### src/rtl/dds_sweep_ctrl.sv
`default_nettype none
// ============================================================================
// Module      : dds_sweep_ctrl
// Description : Frequency-sweep sequencer for a DDS waveform generator.
//               Steps f_word from a start value by a fixed increment, holding
//               each point for a dwell time. Supports single-shot, sawtooth
//               and triangle sweeps. Parks the DDS at midscale when idle.
// Revision    : 1.0 - initial release
// ============================================================================
module dds_sweep_ctrl #(
  parameter int FW_W  = 32,
  parameter int PW_W  = 12,
  parameter int CNT_W = 16
) (
  input  logic             clk,
  input  logic             reset,
  input  logic             start,
  input  logic             abort,
  input  logic [FW_W-1:0]  cfg_f_start,
  input  logic [FW_W-1:0]  cfg_f_step,
  input  logic [CNT_W-1:0] cfg_n_steps,
  input  logic [CNT_W-1:0] cfg_dwell,
  input  logic [1:0]       cfg_mode,
  input  logic [1:0]       cfg_wave,
  input  logic [PW_W-1:0]  cfg_phase,
  output logic [FW_W-1:0]  f_word,
  output logic [PW_W-1:0]  p_word,
  output logic [1:0]       model_sel,
  output logic             busy,
  output logic             step_tick,
  output logic             done,
  output logic [CNT_W-1:0] point_idx
);

  typedef enum logic [0:0] {
    S_IDLE = 1'b0,
    S_RUN  = 1'b1
  } state_t;

  localparam logic [CNT_W-1:0] CNT_ZERO  = '0;
  localparam logic [CNT_W-1:0] CNT_ONE   = {{(CNT_W-1){1'b0}}, 1'b1};
  localparam logic [1:0]       MODE_SAW  = 2'd1;
  localparam logic [1:0]       MODE_TRI  = 2'd2;
  localparam logic [1:0]       WAVE_PARK = 2'd3;

  state_t           state_q;
  logic [FW_W-1:0]  f_word_q;
  logic [PW_W-1:0]  p_word_q;
  logic [1:0]       model_sel_q;
  logic             busy_q;
  logic             step_tick_q;
  logic             done_q;
  logic [CNT_W-1:0] point_idx_q;
  logic             dir_dn_q;
  logic [CNT_W-1:0] dwell_cnt_q;

  // Shadow copy of the configuration, frozen for the whole sweep
  logic [FW_W-1:0]  f_start_q;
  logic [FW_W-1:0]  f_step_q;
  logic [CNT_W-1:0] n_steps_q;
  logic [CNT_W-1:0] dwell_q;
  logic [1:0]       mode_q;

  // Candidate next frequency words and the effective dwell (0 counts as 1)
  logic [FW_W-1:0]  f_up_d;
  logic [FW_W-1:0]  f_dn_d;
  logic [CNT_W-1:0] dwell_d;

  assign f_up_d  = f_word_q + f_step_q;
  assign f_dn_d  = f_word_q - f_step_q;
  assign dwell_d = (cfg_dwell == CNT_ZERO) ? CNT_ONE : cfg_dwell;

  // Sweep FSM: all outputs registered; reset and abort force parked idle values
  always_ff @(posedge clk) begin
    step_tick_q <= 1'b0;
    done_q      <= 1'b0;
    if (reset || abort) begin
      state_q     <= S_IDLE;
      busy_q      <= 1'b0;
      f_word_q    <= '0;
      p_word_q    <= '0;
      model_sel_q <= WAVE_PARK;
      point_idx_q <= '0;
      dir_dn_q    <= 1'b0;
      dwell_cnt_q <= '0;
      if (reset) begin
        f_start_q <= '0;
        f_step_q  <= '0;
        n_steps_q <= '0;
        dwell_q   <= '0;
        mode_q    <= '0;
      end
    end else begin
      case (state_q)
        S_IDLE: begin
          if (start) begin
            state_q     <= S_RUN;
            busy_q      <= 1'b1;
            f_word_q    <= cfg_f_start;
            p_word_q    <= cfg_phase;
            model_sel_q <= cfg_wave;
            point_idx_q <= '0;
            dir_dn_q    <= 1'b0;
            step_tick_q <= 1'b1;
            dwell_cnt_q <= dwell_d;
            f_start_q   <= cfg_f_start;
            f_step_q    <= cfg_f_step;
            n_steps_q   <= cfg_n_steps;
            dwell_q     <= dwell_d;
            mode_q      <= cfg_mode;
          end
        end
        S_RUN: begin
          if (dwell_cnt_q > CNT_ONE) begin
            dwell_cnt_q <= dwell_cnt_q - CNT_ONE;
          end else begin
            dwell_cnt_q <= dwell_q;
            if (!dir_dn_q && (point_idx_q < n_steps_q)) begin
              f_word_q    <= f_up_d;
              point_idx_q <= point_idx_q + CNT_ONE;
              step_tick_q <= 1'b1;
            end else if (dir_dn_q && (point_idx_q != CNT_ZERO)) begin
              f_word_q    <= f_dn_d;
              point_idx_q <= point_idx_q - CNT_ONE;
              step_tick_q <= 1'b1;
            end else if (mode_q == MODE_SAW) begin
              // Restart from the first point; a single-point sweep just holds
              f_word_q    <= f_start_q;
              point_idx_q <= '0;
              step_tick_q <= (n_steps_q != CNT_ZERO);
            end else if (mode_q == MODE_TRI) begin
              // Reverse and move on immediately so endpoints are not repeated
              if (n_steps_q != CNT_ZERO) begin
                step_tick_q <= 1'b1;
                if (dir_dn_q) begin
                  dir_dn_q    <= 1'b0;
                  f_word_q    <= f_up_d;
                  point_idx_q <= point_idx_q + CNT_ONE;
                end else begin
                  dir_dn_q    <= 1'b1;
                  f_word_q    <= f_dn_d;
                  point_idx_q <= point_idx_q - CNT_ONE;
                end
              end
            end else begin
              // Single-shot sweep finished: park and flag completion
              state_q     <= S_IDLE;
              busy_q      <= 1'b0;
              done_q      <= 1'b1;
              f_word_q    <= '0;
              p_word_q    <= '0;
              model_sel_q <= WAVE_PARK;
              point_idx_q <= '0;
              dir_dn_q    <= 1'b0;
              dwell_cnt_q <= '0;
            end
          end
        end
        default: state_q <= S_IDLE;
      endcase
    end
  end

  assign f_word    = f_word_q;
  assign p_word    = p_word_q;
  assign model_sel = model_sel_q;
  assign busy      = busy_q;
  assign step_tick = step_tick_q;
  assign done      = done_q;
  assign point_idx = point_idx_q;

endmodule
`default_nettype wire

### config.mk
export PLATFORM = sky130hd
export DESIGN_NAME = dds_sweep_ctrl
export DESIGN_NICKNAME = d
export VERILOG_FILES = /design/src/rtl/dds_sweep_ctrl.sv
export SDC_FILE = /design/constraint.sdc
export NUM_CORES = 1
export LEC_CHECK = 0
export CORE_MARGIN = 3
export CORE_UTILIZATION = 35
export CTS_CLUSTER_SIZE = 10
export DETAILED_ROUTE_END_ITERATION = 8
export GPL_TIMING_DRIVEN = 1
export SLEW_MARGIN = 10
export SYNTH_ARGS = -nofsm -noshare
export SYNTH_HDL_FRONTEND = slang
export SYNTH_SLANG_ARGS = --single-unit
### constraint.sdc
create_clock -name clk -period 14.94 [get_ports clk]
set_clock_uncertainty 0.1 [all_clocks]
set_input_delay 2.988 -clock clk [delete_from_list [all_inputs] [get_ports clk]]
set_output_delay 2.988 -clock clk [all_outputs]
set_load 0.1 [all_outputs]
==> summary.txt <==
diode count - 0
Tot GR Track Use - 21.5%
placed standard-cell area - 15000 µm²
period utilization - 37.3%
peak supply drop - 0.0797 mV
routability cong. - 0.915
clock tree buffer depth - 2
worst path cell trace - clkdlybuf4s50_1, buf_4, nand2_1, o21bai_4, buf_4, buf_4
Synth-to-Final Area Change - 20.9%
critical path's largest stage delay - 800 ps
1st-iter DRT viols - 1022
final setup fails - 0
Nets - 1841
switching power share of the total - 34.4%
Async S/R FF share, synth - 0%
Clk pwr share - 33.5%
sequential fraction of design power - 41.6%
worst hold path type - register to register
most common cell after layout, fill and taps aside - clkdlybuf4s50_1
library cells used by synthesis - 81
WP data arrival - 5540 ps
I/O pins - 181
CP Buf/Inv Count - 4
kind of critical path - input port to register
die footprint - 39300 µm²
Remaining DRCs - 0
RSZ-0062 raised after global routing - false
Slew Limit Headroom - 16.0%
maximum clock rate - 179 MHz
initial antenna violation count - 2
vias in the first global route - 11700
syn avg cell area - 8.48 µm²
IO buf count - 180
pwr dens - 87.6 nW/µm²
Final min period - 5570 ps
GR Layer Usage met1 - 30.1%
Tot Pwr - 1.37 mW
DR vias/cell - 5.81
worst setup margin - 9370 ps
Fillers - 3521
Syn Inst Count - 1524
syn_nets - 1726
Post-CTS Setup Bufs - 0
met3 usage - 4.59%
Die Ht - 198 µm
hold_buf cts - 0
Crit Path Max Fanout - 64
vias post-DR - 12300
Slew @ Worst Pin - 1250 ps
worst skew pair latency - 460 ps
largest cells by area after synthesis - edfxtp_1 23%, dfxtp_1 13%, ha_1 8.1%
DP Worst Slack - 8910 ps
Post-Layout Inst Area - 15600 µm²
Yosys top cell area share - 22.8%
top cell family by delay on the critical path - buffers and inverters
CP Launch Type - input port
most frequent cells in the layout - 180 x clkdlybuf4s50_1, 136 x a21oi_1, 134 x nor2_1, 105 x and2_1, 102 x nand2_1
H-tree depth - 4
most used routing layer - met2
share of cells above drive strength 1 - 4.30%
register area share after synthesis - 35.6%
status - completed
post-cts resize count - 0
Int Pwr - 899 µW
first-pass GRT wire length - 66.5 mm
Setup crit end kind - register
register bit count reported by yosys - 181
CTS root buffer - clkbuf_16
Core ar. - 36000 µm²
leakage power - 5.97 nW
Starting Density - 35.9%
crit path max-delay cell type - buf_4
Final HPWL DP - 31.2 mm
Ys Warns - 0
Gate power share - 24.9%
Req. time, crit path - 14910 ps
Clock Pin Slew Worst Setup and Hold Paths - 80 ps
max_cap viols - 0
Post-Route WL - 43.2 mm
die width - 198 µm
drt pass-1 iters - 5
routing usage on met2 - 33.6%
Final Core Density - 43.4%
wire per inst - 20.5 µm
most used cell, CP - buf_4
Netlist Area Pre-Place - 12900 µm²
GRT overflow - 0
largest net degree at the start of global routing - 85
CTS Buf Count - 17
EDFF count, synth - 98
final hold vios - 0
CTS tree - built
Psw - 470 µW
CTS sink cnt - 181
max-slew violations - 0
ys flop type - edfxtp_1
antenna-violating nets left - 0
Core Rows - 69
setup TNS - 0 ps
largest area contributor in the netlist - edfxtp_1
==> worst min-delay path: cells and delay by family, from the launching register on <==
| family | cells | cell delay (ps) |
|---|---|---|
| AOI/OAI and AO/OA | 1 | 60 |
| DFF | 1 | 330 |
| and+or+nand+nor | 1 | 80 |
==> metal layers <==
layer	vias to the layer above	wire length (µm)
li1	5851	-
met1	5887	19500
met2	470	19500
met3	55	3340
met4	4	835
met5	-	34
==> Yosys cell counts (4+ instances only) <==
cell	count
a211oi_1	38
a21o_1	18
a21oi_1	137
a221o_1	22
a221oi_1	14
a222oi_1	4
a22oi_1	33
a31oi_1	7
a41oi_1	4
and2_1	105
and3_1	13
buf_1	5
buf_2	13
clkbuf_1	75
dfxtp_1	83
edfxtp_1	98
ha_1	84
inv_1	87
mux2i_1	8
nand2_1	102
nand2b_1	13
nand3_1	37
nand4_1	8
nor2_1	135
nor2b_1	16
nor3_1	34
nor4_1	24
o2111ai_1	4
o211ai_1	19
o21a_1	7
o21ai_0	71
o21ai_1	4
o21bai_1	12
o221ai_1	25
o22ai_1	12
o31a_1	4
o31ai_1	14
or3_1	13
or4_1	4
xnor2_1	46
xor2_1	6
==> cell families after synthesis <==
| kind of cell | Yosys count | share of synthesized area [%] |
|---|---|---|
| AND/OR/NAND/NOR | 522 | 20.4 |
| AO/OA/AOI/OAI | 487 | 25.6 |
| buffers and inverters | 188 | 5.82 |
| flip-flops | 181 | 35.6 |
| adder cells (fa/ha/maj) | 86 | 8.44 |
| XOR/XNOR | 52 | 3.52 |
| multiplexers | 8 | 0.619 |
==> through the flow <==
step / hold slack [ps] / std cells
detailed placement: 377 / 2081
finish: 408 / 2113
global placement: 371 / 2081
CTS: 404 / 2113
global route: 425 / 2113
floorplan: 401 / 1524
==> flip-flops by register name, indices dropped and copies added, names as in the netlist <==
signal and count:
busy 1, dir_dn_q 1, done 1, dwell_cnt_q 16, dwell_q 16, f_start_q 32
f_step_q 32, f_word 32, mode_q 2, model_sel 2, n_steps_q 16, p_word 12
point_idx 16, state_q 1, step_tick 1
==> area by class of cell <==
class	instances	area, µm²	area share [%]
Inverter	90	338	2.16
Timing Repair Buffer	194	1910	12.2
Clock inverter	15	168	1.07
Sequential cell	181	4610	29.5
Multi-Input combinational cell	1155	7620	48.7
Tap cell	461	577	3.69
Clock buffer	17	425	2.72
==> path summary, 6_finish.rpt <==
kind / from / end / slack [ps] / cells past startpoint
hold / removal: p_word[1] / p_word[1] / 410 / 2
hold reg to reg: p_word[1] / p_word[1] / 410 / 2
setup reg to reg: point_idx[0] / f_word[30] / 10580 / 12
setup / recovery: start / f_start_q[19] / 9370 / 6
==> power by group through the flow <==
stage	Clock (mW)	Combinational (mW)	Sequential [mW]
after global placement	0	0.334	0.580
after floorplan	0	0.192	0.616
final	0.459	0.341	0.569
after CTS	0.467	0.339	0.569
after global routing	0.488	0.369	0.572
after detailed placement	0	0.337	0.580
No activity file was read; power rests on OpenSTA's default activity.
